[src/rtl/osd_video_mixer.sv]
// Video-side companion of the OSD generator: raster position tracking, video delay
// matched to the generator's return latency, and OSD colour overlay with optional blue blend.
module osd_video_mixer #(
  parameter int OSD_LATENCY = 7,
  parameter int X_W         = 12,
  parameter int Y_W         = 11
) (
  input  logic           vclk,
  input  logic           rst_n,
  input  logic [7:0]     R_i,
  input  logic [7:0]     G_i,
  input  logic [7:0]     B_i,
  input  logic           HSYNC_i,
  input  logic           VSYNC_i,
  input  logic           DE_i,
  input  logic [1:0]     osd_bg_alpha,
  output logic [X_W-1:0] xpos,
  output logic [Y_W-1:0] ypos,
  input  logic           osd_enable_i,
  input  logic [2:0]     osd_color_i,
  output logic [7:0]     R_o,
  output logic [7:0]     G_o,
  output logic [7:0]     B_o,
  output logic           HSYNC_o,
  output logic           VSYNC_o,
  output logic           DE_o
);

  localparam int PW = 27;

  logic [23:0]   rgb_p0;
  logic          hs_p0;
  logic          vs_p0;
  logic          vld_p0;
  logic [PW-1:0] dly_p1 [OSD_LATENCY+1];
  logic          frame_ok;
  logic [1:0]    alpha_l;
  logic          vld_prev;
  logic          vs_rise;
  logic          de_fall;
  logic [PW-1:0] tap;
  logic [23:0]   tap_rgb;
  logic          tap_vld;
  logic [23:0]   osd_c;
  logic          ovl;
  logic [23:0]   mix_rgb;

  function automatic logic [X_W-1:0] sat_inc_x(input logic [X_W-1:0] v);
    return (&v) ? v : v + X_W'(1);
  endfunction

  function automatic logic [Y_W-1:0] sat_inc_y(input logic [Y_W-1:0] v);
    return (&v) ? v : v + Y_W'(1);
  endfunction

  // Weights sum to 4, so the 10-bit sum tops out at 1020 and the >>2 result fits 8 bits.
  function automatic logic [7:0] blend_ch(input logic [7:0] osd, input logic [7:0] vid,
                                          input logic [1:0] a);
    logic [9:0] w_osd;
    logic [9:0] w_vid;
    logic [9:0] acc;
    w_osd = 10'(3'd4 - {1'b0, a});
    w_vid = 10'(a);
    acc   = 10'(osd) * w_osd + 10'(vid) * w_vid;
    return acc[9:2];
  endfunction

  // Stage p0: input capture
  always_ff @(posedge vclk or negedge rst_n) begin
    if (!rst_n) begin
      rgb_p0 <= '0;
      hs_p0  <= 1'b0;
      vs_p0  <= 1'b0;
      vld_p0 <= 1'b0;
    end else begin
      rgb_p0 <= {R_i, G_i, B_i};
      hs_p0  <= HSYNC_i;
      vs_p0  <= VSYNC_i;
      vld_p0 <= DE_i;
    end
  end

  // Stage 0 of the delay line runs alongside xpos, so it doubles as the previous-sample copy.
  assign vld_prev = dly_p1[0][0];
  assign vs_rise  = vs_p0 & ~dly_p1[0][1];
  assign de_fall  = ~vld_p0 & vld_prev;

  // Stage p1..p(OSD_LATENCY+1): delay line
  always_ff @(posedge vclk or negedge rst_n) begin
    if (!rst_n) begin
      for (int i = 0; i <= OSD_LATENCY; i++) dly_p1[i] <= '0;
    end else begin
      dly_p1[0] <= {rgb_p0, hs_p0, vs_p0, vld_p0};
      for (int i = 1; i <= OSD_LATENCY; i++) dly_p1[i] <= dly_p1[i-1];
    end
  end

  // First pixel of a line keeps the zero left by de_fall/vs_rise so positions name the current pixel.
  always_ff @(posedge vclk or negedge rst_n) begin
    if (!rst_n) begin
      xpos     <= '0;
      ypos     <= '0;
      frame_ok <= 1'b0;
      alpha_l  <= 2'd0;
    end else if (vs_rise) begin
      xpos     <= '0;
      ypos     <= '0;
      frame_ok <= 1'b1;
      alpha_l  <= osd_bg_alpha;
    end else if (de_fall) begin
      xpos <= '0;
      ypos <= sat_inc_y(ypos);
    end else if (vld_p0) begin
      xpos <= vld_prev ? sat_inc_x(xpos) : '0;
    end
  end

  assign tap     = dly_p1[OSD_LATENCY];
  assign tap_rgb = tap[26:3];
  assign tap_vld = tap[0];
  assign osd_c   = {{8{osd_color_i[2]}}, {8{osd_color_i[1]}}, {8{osd_color_i[0]}}};
  assign ovl     = osd_enable_i & frame_ok & tap_vld;

  always_comb begin
    mix_rgb = '0;
    if (tap_vld) begin
      if (!ovl) begin
        mix_rgb = tap_rgb;
      end else if (osd_color_i != 3'h1 || alpha_l == 2'd0) begin
        mix_rgb = osd_c;
      end else begin
        mix_rgb = {blend_ch(osd_c[23:16], tap_rgb[23:16], alpha_l),
                   blend_ch(osd_c[15:8],  tap_rgb[15:8],  alpha_l),
                   blend_ch(osd_c[7:0],   tap_rgb[7:0],   alpha_l)};
      end
    end
  end

  // Stage mix: output registers
  always_ff @(posedge vclk or negedge rst_n) begin
    if (!rst_n) begin
      {R_o, G_o, B_o} <= '0;
      HSYNC_o         <= 1'b0;
      VSYNC_o         <= 1'b0;
      DE_o            <= 1'b0;
    end else begin
      {R_o, G_o, B_o} <= mix_rgb;
      HSYNC_o         <= tap[2];
      VSYNC_o         <= tap[1];
      DE_o            <= tap_vld;
    end
  end

endmodule

[config.mk]
export PLATFORM = sky130hd
export DESIGN_NAME = osd_video_mixer
export DESIGN_NICKNAME = d
export VERILOG_FILES = /design/src/rtl/osd_video_mixer.sv
export SDC_FILE = /design/constraint.sdc
export NUM_CORES = 1
export LEC_CHECK = 0
export CORE_ASPECT_RATIO = 1.25
export CORE_MARGIN = 2
export CORE_UTILIZATION = 55
export CTS_BUF_LIST = sky130_fd_sc_hd__clkbuf_4 sky130_fd_sc_hd__clkbuf_8
export DETAILED_ROUTE_END_ITERATION = 10
export PLACE_DENSITY_LB_ADDON = 0.08
export SLEW_MARGIN = 20
export SYNTH_ARGS = -nofsm -noshare
export SYNTH_HDL_FRONTEND = slang
export SYNTH_SLANG_ARGS = --single-unit
[constraint.sdc]
create_clock -name vclk -period 5.1 [get_ports vclk]
set_input_delay 0.51 -clock vclk [delete_from_list [all_inputs] [get_ports vclk]]
set_output_delay 0.51 -clock vclk [all_outputs]
set_load 0.01 [all_outputs]
== Yosys cells after proc, flatten, opt, wreduce, memory -nomap -nowiden ==
Index checks and enable logic that the tools add are counted.
Widths: inputs -> output; s select.

* Flip-flop bits (word level): 296
* Word-level logic and storage cells: 62
* Output and inout bits: 50

* Mux-type cells: 11
* Equal/unequal tests: 3
* Multipliers: 6
* Reduce and logical (&&, ||, !) cells: 8
* Bitwise logic cells: 6
* Add/subtract/negate cells: 6

{| class="wikitable"
|+ Operators by type and width
! cell !! count
|-
| $mux 24 || 3
|-
| $mux 12 || 5
|-
| $mux 11 || 3
|-
| $add 10x10->10 || 3
|-
| $mul 8x2->10 || 3
|-
| $mul 8x10->10 || 2
|-
| $add 12x1->12 const B || 1
|-
| $reduce_and 12->1 || 1
|-
| $add 11x1->11 const B || 1
|-
| $reduce_and 11->1 || 1
|-
| $mul 9x4->10 || 1
|-
| $and 1x1->1 || 4
|-
| $ne 4x4->1 const B || 1
|-
| $reduce_and 2->1 || 2
|-
| $sub 3x2->4 const A || 1
|-
| $ne 3x1->1 const B || 1
|-
| $reduce_bool 3->1 || 1
|-
| $logic_not 2->1 || 1
|-
| $ne 2x2->1 const B || 1
|-
| $not 1->1 || 2
|-
| $reduce_bool 2->1 || 1
|-
| $logic_or 1x1->1 || 1
|}

== Longest topological paths before layout ==
* Depth after elaboration: 6
* Gate-level depth with buffers: 20

== Worst setup path before layout ==
OpenSTA, ideal clock, no wires.

* Kind: register to register
* Start point: register alpha_l[0]
* End point: register G_o[7]
* Path slack: 0.288 ns
* Stages on the path, launching flop included: 18
* Data arrival time: 4.734 ns
* Path buffers: 2
* Clock period less this slack: 4.812 ns
* Cell sequence: dfrtp_1 buf_2 inv_1 ha_1 clkbuf_1 xor2_1 and2_1 ha_1 fa_1 fa_1 fa_1 ha_1 ha_1 or3_1 o221a_2 or4_1 mux2i_1 o21bai_1

* Longest elaborated chain between the ends: 6
* Elaborated cells on any way between the ends: 9
* Those cells by class: add/sub: 2; mul: 2; mux: 3; reduce/logical: 2

{| class="wikitable"
|+ Ends and longest elaborated chain
! item !! line !! text
|-
| from (decl) || 37 || <nowiki>logic [1:0] alpha_l;</nowiki>
|-
| from (signal assigned) || 109 || <nowiki>alpha_l <= osd_bg_alpha;</nowiki>
|-
| $sub 3x2->4 || 62 || <nowiki>w_osd = 10'(3'd4 - {1'b0, a});</nowiki>
|-
| $mul 8x10->10 || 64 || <nowiki>acc = 10'(osd) * w_osd + 10'(vid) * w_vid;</nowiki>
|-
| $add 10x10->10 || 64 ||
|-
| $mux 24 * || 129 || <nowiki>end else if (osd_color_i != 3'h1 || alpha_l == 2'd0) begin</nowiki>
|-
| $mux 24 * || 127 || <nowiki>if (!ovl) begin</nowiki>
|-
| $mux 24 * || 126 || <nowiki>if (tap_vld) begin</nowiki>
|-
| via mix_rgb[15] || 46 || <nowiki>logic [23:0] mix_rgb;</nowiki>
|-
| to (signal assigned) || 147 || <nowiki>{R_o, G_o, B_o} <= mix_rgb;</nowiki>
|-
| to (decl) || 22 || <nowiki>output logic [7:0] G_o,</nowiki>
|}

The timed path passes the listed nets; every way through them passes the cells marked *.
A chain may end at the register's enable or synchronous reset.

== Worst setup path in the final report ==
Ends and elaborated chain as after synthesis.

==> results.yml <==
detailed_routing:
  num_vias: 6611
  wire_per_inst_um: 14.6
  detail_route.vias_per_cell: 5.01
  dr.pass1.iters: 4
  wl_mm: 19.3
  drc: 0
  initialDrtViolationCount: 329
  drtAntennaViolNets: 0
logic_synthesis:
  ys_ff_latch: 296
  synth-xor-area-share_pct: 2.93
  netlist_area_um2: 12000
  seq_area_frac_synth_pct: 61.8
  synth_top_family_by_area: "adder cells"
  synth-adder-area-share_pct: 17.1
  yosys-top-cells-area: "dfrtp_1 62%, ha_1 9.1%, fa_1 8.0%, inv_1 2.8%, and2_1 2.7%"
  yosys.cell_types.count: 53
  ys_warn_count: 0
  synth_compound_area_share_pct: 5.25
  synth_top_area_share_pct: 61.8
  synth.area.mux_share_pct: 0.731
  synth_enable_flop_cells: 0
  synth_top_cell_by_area: "dfrtp_1"
  syn_inst: 887
  syn_avg_cell_area_um2: 13.5
  async_flop_share_pct: 100
  synth_fp_nets: 1057
  ys.flop_type: "dfrtp_1"
  synth-simple-area-share_pct: 8.89
sta:
  rsz0062_at_grt: "false"
  hold_violations: 0
  drv_slew: 0
  fin_crit_sh_pct: 93.6
  fmax_mhz: 209
  period_needed_ns: 4.78
  skew_ns: 0.0168
  setup_viol: 0
  max-slew-margin-rel_pct: 37.7
  worstMarginPinSlew_ns: 0.935
  tns_ns: 0
setup_path:
  r2r-start: "alpha_l[0]"
  endpoint: "G_o[7]"
  timing.rr.end: "G_o[7]"
  startpoint_type: "flop"
  crit_top_cell: "ha_1"
  cpLargestDelayFamily: "adder cells"
  critPathLaunch: "alpha_l[0]"
  cp.required_ns: 5.57
  crit_arrival_ns: 5.25
  reg2reg_slack_ns: 0.32
  crit_chain: "inv_1 > ha_1 > xor2_2 > and2_1 > ha_1 > fa_1 > fa_1 > fa_1 > ha_1 > ha_1 > or3_1 > o221a_2 > or4_1 > mux2i_1 > o21bai_1"
  critPathMaxFanout: 5
  cp.depth: 15
  crit_buf_inv: 1
  cpPeakStageDelay_ns: 0.54
  r2r_cells: 15
  crit_type: "reg2reg"
  crit_slowest_cell: "fa_1"
  critPathCaptureType: "flop"
layout:
  fin_cells: 1320
  fin_nets: 1188
  antenna_cells: 0
  fillers: 1676
  drive_above_1_share_pct: 9.70
  area_growth_pct: 17.7
power:
  internal-power_mw: 4.21
  max-vdd-ir-drop_mv: 0.255
  powerDensity_nw_per_um2: 421
  swShare_pct: 29.0
  combPwrFrac_pct: 26.6
  leakagePower_nw: 6.81
  pwr-share-seq_pct: 42.5
  p_sw_mw: 1.72
  clock_power_share_pct: 30.9
clock_tree:
  clockRootBuffer: "clkbuf_8"
  tritoncts: "done"
  cts_hold_buf: 0
  cts.sinks: 296
  htreeDepth: 2
  clk_pin_slew_worst_paths_ns: 0.06
  clockBufferDepth: 3
  cts_made_buffers: 42
  clock_latency_ns: 0.54
placement:
  io_buffers: 84
  gp_congestion: 0.835
  dp.cells: 1253
  dp_hpwl_mm: 13.5
floorplan:
  ios: 85
  start_util_pct: 55.8
  num_rows: 60
  die_area_um2: 23000
  core_area_um2: 21500
  die_height_um: 169
  die_x_um: 136
global_routing:
  grt_first_pass_wirelength_mm: 32.8
  grt_max_degree: 138
  grt_overflow: 0
  grt_antenna_before_repair: 0
  grt_pass1_vias: 6918
  gr-usage-all-layers_pct: 18.1
flow_run:
  cap_viol_max_count: 0
run_status:
  status: "finished clean"
min_path:
  hold_class: "in2async"
-- cells by family (layout without fill, tap and decap cells) --
| group | Yosys count | count (layout) |
|---|---|---|
| buffers and inverters | 103 | 257 |
| AND/OR/NAND/NOR | 207 | 207 |
| adder cells (fa/ha/maj) | 135 | 135 |
| XOR/XNOR | 40 | 40 |
| AO/OA/AOI/OAI | 98 | 98 |
| multiplexers | 8 | 8 |
| flip-flops | 296 | 296 |
-- flip-flops by register name, indices dropped and copies added, names as in the netlist, 2 cells and up --
register / count
R_o: 8
dly_p1: 189
alpha_l: 2
G_o: 8
ypos: 11
tap: 27
B_o: 8
rgb_p0: 24
xpos: 12
-- power by group through the flow --
stage / Sequential, mW / Combinational, mW / Clock (mW)
3_5_place_dp: 2.57 / 1.59 / 0
5_1_grt: 2.53 / 1.82 / 2.01
2_1_floorplan: 2.57 / 1.11 / 0
3_3_place_gp: 2.56 / 1.55 / 0
6_report: 2.52 / 1.58 / 1.83
4_1_cts: 2.52 / 1.60 / 1.91
-- metrics by stage --
| stage | worst slack, ns | area, um^2 | hold WS [ns] | total power, mW | util, % |
|---|---|---|---|---|---|
| finish | 0.324 | 14100 | 0.0921 | 5.93 | 65.7 |
| global placement | 0.0630 | 13300 | 0.331 | 4.11 | 61.8 |
| detailed placement | -0.0481 | 13300 | 0.335 | 4.15 | 61.8 |
| floorplan | 0.288 | 12000 | 0.214 | 3.68 | - |
| global route | 0.0531 | 14100 | 0.163 | 6.36 | 65.7 |
| CTS | 0.229 | 14100 | 0.112 | 6.03 | 65.6 |
-- area by class of cell --
cell class,instances,area (um^2),area share (%)
multi-input cells,488,4190,29.7
flip-flops and latches,296,7410,52.5
repair buffers,102,993,7.05
clock inverters,9,115,0.816
inverters,88,330,2.34
clock buffers,58,717,5.08
well taps,279,349,2.48
-- per-layer routing --
layer	vias up	routed length (um)	track usage (%)
met5	-	0	0
met4	0	684	8.02
met1	3291	8100	23.0
met3	47	767	3.53
met2	135	9760	30.4
li1	3138	-	-
-- Yosys cell counts, types with 2 or more instances --
library cell,n
xnor2_1,20
inv_1,88
nand4_1,2
and2_1,52
o21ai_0,39
o31ai_1,4
a21oi_1,15
or2_2,2
and4_1,3
nand3_1,12
a211o_1,2
o21a_1,5
o21bai_1,2
mux2i_1,2
nor2b_1,5
nor2_1,44
o32ai_1,2
nand2b_1,10
or3_1,2
ha_1,87
fa_1,48
a21o_1,3
xor2_1,20
and3_1,8
a22o_1,5
a22oi_1,7
a211oi_1,3
dfrtp_1,296
mux2_2,6
nand2_1,55
nor3_1,4
clkbuf_1,13
-- worst register-to-register path, cell delays in order (launching register included) --
cell and delay (ns):
dfrtp_1 0.34, inv_1 0.07, ha_1 0.34, xor2_2 0.18, and2_1 0.21, ha_1 0.32
fa_1 0.46, fa_1 0.54, fa_1 0.44, ha_1 0.31, ha_1 0.24, or3_1 0.36
o221a_2 0.25, or4_1 0.39, mux2i_1 0.14, o21bai_1 0.12
-- worst min path at each step --
stage | depth (start not counted) | endpoint
after CTS | 1 | dly_p1[206]
final | 1 | rgb_p0[11]
after floorplan | 0 | B_o[0]
after global routing | 1 | rgb_p0[11]
after global placement | 0 | dly_p1[127]
after detailed placement | 0 | dly_p1[106]
-- layout by cell type, fill, tap and decap left out, types with 13 or more instances in the layout --
| cell | instances |
|---|---|
| a21oi_1 | 15 |
| and2_1 | 52 |
| buf_4 | 17 |
| clkbuf_4 | 13 |
| clkbuf_8 | 45 |
| clkdlybuf4s50_1 | 83 |
| dfrtp_1 | 296 |
| fa_1 | 48 |
| ha_1 | 87 |
| inv_1 | 88 |
| nand2_1 | 55 |
| nor2_1 | 44 |
| o21ai_0 | 38 |
| xnor2_1 | 20 |
| xor2_1 | 19 |
-- what timing repair did --
item | 4_1_cts | 5_1_grt
setup buffers | 0 | 0
resized for setup | 0 | 2
endpoints found under the setup margin | 0 | 1
(Power assumes the default switching activity.)
